<file path="config.mk">
export PLATFORM = sky130hd
export DESIGN_NAME = axi_lite_reg_slave
export DESIGN_NICKNAME = d
export VERILOG_FILES = /design/src/rtl/axi_lite_reg_slave.sv
export SDC_FILE = /design/constraint.sdc
export NUM_CORES = 1
export LEC_CHECK = 0
export BUFFER_PORTS_ARGS = -buffer_cell sky130_fd_sc_hd__buf_4
export CAP_MARGIN = 30
export CELL_PAD_IN_SITES_DETAIL_PLACEMENT = 0
export CELL_PAD_IN_SITES_GLOBAL_PLACEMENT = 1
export CORE_MARGIN = 2
export CORE_UTILIZATION = 44
export DETAILED_ROUTE_END_ITERATION = 8
export PLACE_DENSITY_LB_ADDON = 0.08
export SETUP_SLACK_MARGIN = 0.15
export SYNTH_ARGS = -nofsm -noshare
export SYNTH_HDL_FRONTEND = slang
export SYNTH_SLANG_ARGS = --single-unit
</file>
<file path="constraint.sdc">
create_clock -name clk -period 3 [get_ports clk]
set_clock_uncertainty 0.1 [all_clocks]
set_input_delay 0.45 -clock clk [delete_from_list [all_inputs] [get_ports clk]]
set_output_delay 0.45 -clock clk [all_outputs]
set_load 0.01 [all_outputs]
</file>
<file path="src/rtl/axi_lite_reg_slave.sv">
// AXI-Lite slave that exposes REG_NUM read/write registers as a flat vector.
// After each committed write it pulses a per-register strobe for one cycle.
//
// state      | meaning
// WR_COLLECT | accepting AW and W independently until both are held
// WR_COMMIT  | apply strobed write (or reject out of range), raise bvalid
// WR_RESP    | hold bresp until bready
// RD_IDLE    | arready high, capture read on handshake
// RD_RESP    | hold rdata/rresp until rready
module axi_lite_reg_slave #(
  parameter int ADDR_W  = 8,
  parameter int DATA_W  = 32,
  parameter int REG_NUM = 16
) (
  input  logic                      clk,
  input  logic                      rst,
  input  logic                      awvalid,
  output logic                      awready,
  input  logic [ADDR_W-1:0]         awaddr,
  input  logic [2:0]                awprot,
  input  logic                      wvalid,
  output logic                      wready,
  input  logic [DATA_W-1:0]         wdata,
  input  logic [DATA_W/8-1:0]       wstrb,
  output logic                      bvalid,
  input  logic                      bready,
  output logic [1:0]                bresp,
  input  logic                      arvalid,
  output logic                      arready,
  input  logic [ADDR_W-1:0]         araddr,
  input  logic [2:0]                arprot,
  output logic                      rvalid,
  input  logic                      rready,
  output logic [DATA_W-1:0]         rdata,
  output logic [1:0]                rresp,
  output logic [REG_NUM*DATA_W-1:0] reg_q,
  output logic [REG_NUM-1:0]        wr_stb
);
  localparam int LSB    = $clog2(DATA_W / 8);
  localparam int IDX_W  = ADDR_W - LSB;
  localparam int SEL_W  = (REG_NUM > 1) ? $clog2(REG_NUM) : 1;
  localparam int STRB_W = DATA_W / 8;

  localparam logic [1:0] WR_COLLECT = 2'd0;
  localparam logic [1:0] WR_COMMIT  = 2'd1;
  localparam logic [1:0] WR_RESP    = 2'd2;
  localparam logic [0:0] RD_IDLE    = 1'b0;
  localparam logic [0:0] RD_RESP    = 1'b1;

  localparam logic [1:0] RESP_OKAY   = 2'b00;
  localparam logic [1:0] RESP_SLVERR = 2'b10;

  logic [DATA_W-1:0] regs [REG_NUM];
  logic [1:0]        wr_state;
  logic [0:0]        rd_state;
  logic              aw_held, w_held;
  logic [IDX_W-1:0]  aw_idx;
  logic [DATA_W-1:0] wdata_q;
  logic [STRB_W-1:0] wstrb_q;

  logic              aw_hs, w_hs, ar_hs;
  logic [IDX_W-1:0]  ar_idx;
  logic              aw_ok, ar_ok;
  logic [SEL_W-1:0]  aw_sel, ar_sel;

  assign aw_hs  = awvalid && awready;
  assign w_hs   = wvalid && wready;
  assign ar_hs  = arvalid && arready;
  assign ar_idx = araddr[ADDR_W-1:LSB];
  assign aw_ok  = {{(32-IDX_W){1'b0}}, aw_idx} < 32'(REG_NUM);
  assign ar_ok  = {{(32-IDX_W){1'b0}}, ar_idx} < 32'(REG_NUM);
  assign aw_sel = aw_idx[SEL_W-1:0];
  assign ar_sel = ar_idx[SEL_W-1:0];

  // Byte-offset bits and protection attributes carry no meaning here.
  logic unused;
  assign unused = ^{awprot, arprot, awaddr[LSB-1:0], araddr[LSB-1:0]};

  for (genvar i = 0; i < REG_NUM; i++) begin : g_flat
    assign reg_q[i*DATA_W +: DATA_W] = regs[i];
  end

  always_ff @(posedge clk) begin
    if (rst) begin
      wr_state <= WR_COLLECT;
      aw_held  <= 1'b0;
      w_held   <= 1'b0;
      aw_idx   <= '0;
      wdata_q  <= '0;
      wstrb_q  <= '0;
      awready  <= 1'b0;
      wready   <= 1'b0;
      bvalid   <= 1'b0;
      bresp    <= RESP_OKAY;
      wr_stb   <= '0;
      for (int i = 0; i < REG_NUM; i++) regs[i] <= '0;
    end else begin
      wr_stb <= '0;
      case (wr_state)
        WR_COLLECT: begin
          if (aw_hs) begin
            aw_held <= 1'b1;
            aw_idx  <= awaddr[ADDR_W-1:LSB];
          end
          if (w_hs) begin
            w_held  <= 1'b1;
            wdata_q <= wdata;
            wstrb_q <= wstrb;
          end
          // Readies are registered, so they reflect the held flags after this edge.
          if ((aw_held || aw_hs) && (w_held || w_hs)) begin
            wr_state <= WR_COMMIT;
            awready  <= 1'b0;
            wready   <= 1'b0;
          end else begin
            awready <= !(aw_held || aw_hs);
            wready  <= !(w_held || w_hs);
          end
        end
        WR_COMMIT: begin
          if (aw_ok) begin
            for (int b = 0; b < STRB_W; b++) begin
              if (wstrb_q[b]) regs[aw_sel][8*b +: 8] <= wdata_q[8*b +: 8];
            end
            wr_stb[aw_sel] <= 1'b1;
          end
          bvalid   <= 1'b1;
          bresp    <= aw_ok ? RESP_OKAY : RESP_SLVERR;
          wr_state <= WR_RESP;
        end
        WR_RESP: begin
          if (bready) begin
            bvalid   <= 1'b0;
            aw_held  <= 1'b0;
            w_held   <= 1'b0;
            awready  <= 1'b1;
            wready   <= 1'b1;
            wr_state <= WR_COLLECT;
          end
        end
        default: wr_state <= WR_COLLECT;
      endcase
    end
  end

  // Reads sample regs before any same-edge commit lands, returning the old value.
  always_ff @(posedge clk) begin
    if (rst) begin
      rd_state <= RD_IDLE;
      arready  <= 1'b0;
      rvalid   <= 1'b0;
      rdata    <= '0;
      rresp    <= RESP_OKAY;
    end else begin
      case (rd_state)
        RD_IDLE: begin
          if (ar_hs) begin
            rdata    <= ar_ok ? regs[ar_sel] : '0;
            rresp    <= ar_ok ? RESP_OKAY : RESP_SLVERR;
            rvalid   <= 1'b1;
            arready  <= 1'b0;
            rd_state <= RD_RESP;
          end else begin
            arready <= 1'b1;
          end
        end
        RD_RESP: begin
          if (rready) begin
            rvalid   <= 1'b0;
            arready  <= 1'b1;
            rd_state <= RD_IDLE;
          end
        end
        default: rd_state <= RD_IDLE;
      endcase
    end
  end
endmodule

</file>
==> metrics.cfg <==
[clocking]
root_buffer=clkbuf_16
cts_made_buffers=68
clock_sinks=614
post_cts_buffers=0
cts_tree=built
insertion_delay_ns=0.60
post_cts_resized=0
cts_buffer_depth=3
clkTransAtPathRegs_ns=0.06
htreeDepth=3

[finish]
layout.cells.non_filler=3434
nets=2650
fill_cells=4959
drive_gt1_share_pct=41.39
areaGrowthSynthToFinish_pct=31.83
postLayoutCellArea_um2=35920
multi_input_area_um2=9244
register_area_um2=17420

[global_routing]
grt_usage_pct=28.58
grt_pass1_vias=18480
antenna_found_initial=4
grt_overflow_total=0
grt_start_max_net_pins=39
grt_first_pass_wirelength_mm=130.2

[detailed_routing]
drtIter0Drc=1802
ant_nets=0
drt_first_pass_iters=5
viasPerCell=5.422
drc=0
wl_per_cell_um=26.91
wirelength_mm=92.40
vias=18620

[power]
leakage_nw=14.46
p_per_area_nw_per_um2=557.7
vdd_drop_max_v=0.0004044
finalPower_w=0.02003

[logic_synthesis]
synth_area_leaders=edfxtp_1 56%, and2_1 12%, mux4_2 11%, dfxtp_1 7.5%, mux2_2 2.6%
synth_edf_count=512
yosysWarnings=0
synth_ff_type=edfxtp_1
ys_seq_area_share_pct=63.92
synth-seq-cells=614
synth.top_cell.area_share_pct=56.43
syn_area_um2=27250
yosys.area.top_type=edfxtp_1
ys_types=39
synth_common_cells=512 x and2_1, 512 x edfxtp_1, 146 x nand2_1, 128 x mux4_2, 102 x dfxtp_1
syn_area_per_cell_um2=14.56
netlist_instances=1871
synthArstFlopShare_pct=0

[timing]
finalSetupTns_ns=0
slew_viol_final=0
max_freq_ghz=0.3837
period_needed_ns=2.606
finalSetupViolations=0
hold_viol=0
max_slew_margin_pct=41.08
rsz0062_at_grt=no
hold_ws_ns=0.04013
fin_crit_sh_pct=86.87
max_slew.worst_pin.slew_ns=0.8816

[setup_path]
setup.worst_path.start_class=register
crit_type=reg2reg
crit_path_end_kind=register
cp.required_ns=3.19
crit_fanout=14
cp_data_arrival_time_ns=2.80

[place]
placed_cells_incl_taps=3271
dp_hpwl_mm=68.99
placed_cell_area_um2=33290
port_buffers=621
gp_congestion=0.9179

[worst_hold_path]
hold_class=in2reg

[floorplan]
rows=91
io_pins=634
die_h_um=252.8
dieArea_um2=63930
start_util_pct=44.31
fp.coreArea_um2=61480
die_width_um=252.8

[outcome]
status=finished, final reports clean

[flow_run]
cap_violations=0

[registers in the layout (all words and copies together), names as in the netlist]
register and cells:
wdata_q 32, bvalid 1, wr_stb 16, regs 512
arready 1, wr_state 2, aw_idx 6, rdata 32
wready 1, wstrb_q 4, bresp 1, rvalid 1
w_held 1, aw_held 1, rresp 1, awready 1
rd_state 1
[where the power goes]
part           switching (W)  internal, W
Combinational       0.000871     0.000827
Clock                0.00342      0.00505
Sequential          0.000361      0.00950
[per-layer routing]
metal	vias to the layer above	track usage [%]	share of wire [%]
met5	-	0	0.014
met4	2	9.924	3.1
met3	142	6.743	8.5
met2	823	46.36	48
met1	9418	37.85	40
li1	8234	-	-
[cell families after synthesis]
group	Yosys count	share of synthesized area (%)
AND/OR/NAND/NOR	783	17.32
flip-flops	614	63.92
multiplexers	198	13.45
AO/OA/AOI/OAI	145	3.040
buffers and inverters	130	2.259
other	1	0.01376
[per-stage QoR]
stage	setup WS, ns	util [%]
after CTS	0.3855	58.37
after global routing	0.3005	58.42
final	0.3938	58.42
after floorplan	0.3120	-
after global placement	0.4080	54.15
after detailed placement	0.3891	54.15
[worst max-delay path, cell delays in order (launching register included)]
cell	delay, ns
dfxtp_1	0.32
or4b_4	0.58
or4_2	0.65
buf_4	0.27
o21ai_1	0.15
buf_4	0.22
[worst paths after layout]
kind,startpoint,endpoint,slack [ns],depth (start not counted)
worst max-delay path,aw_idx[5],regs[6][7],0.39,5
worst min-delay path,araddr[6],rresp[1],0.04,3
worst max register to register,aw_idx[5],regs[6][7],0.39,5
worst min register to register,w_held,w_held,0.36,2
[placed cells by master (no fill, tap or decap), types with 5 or more instances in the layout]
cell / count
dfxtp_1: 102
a21oi_1: 42
nor2_4: 44
or4_2: 5
clkbuf_16: 72
dlygate4sd3_1: 33
edfxtp_1: 512
clkbuf_1: 17
clkinv_1: 7
mux2i_1: 6
clkinv_2: 10
bufinv_16: 5
nor2_8: 5
o21ai_0: 18
buf_12: 9
nor2_1: 49
mux4_2: 128
o21ai_1: 46
and2_1: 512
mux2_2: 64
a22oi_1: 32
clkbuf_8: 9
buf_4: 725
nand2_1: 146
[cell type report]
| class | instances | area share (%) |
|---|---|---|
| flip-flops and latches | 614 | 48.49 |
| multi-input cells | 1128 | 25.74 |
| repair buffers | 769 | 16.64 |
| clock buffers | 98 | 5.521 |
| well taps | 790 | 2.752 |
| clock inverters | 28 | 0.7942 |
| inverters | 4 | 0.04180 |
| diodes | 3 | 0.02090 |
[timing repair]
item                                   in CTS  in global routing
hold buffers                               33                  0
setup endpoints to repair                   0                  0
endpoints found under the hold margin      33                  0
No activity file was read; power rests on OpenSTA's default activity.
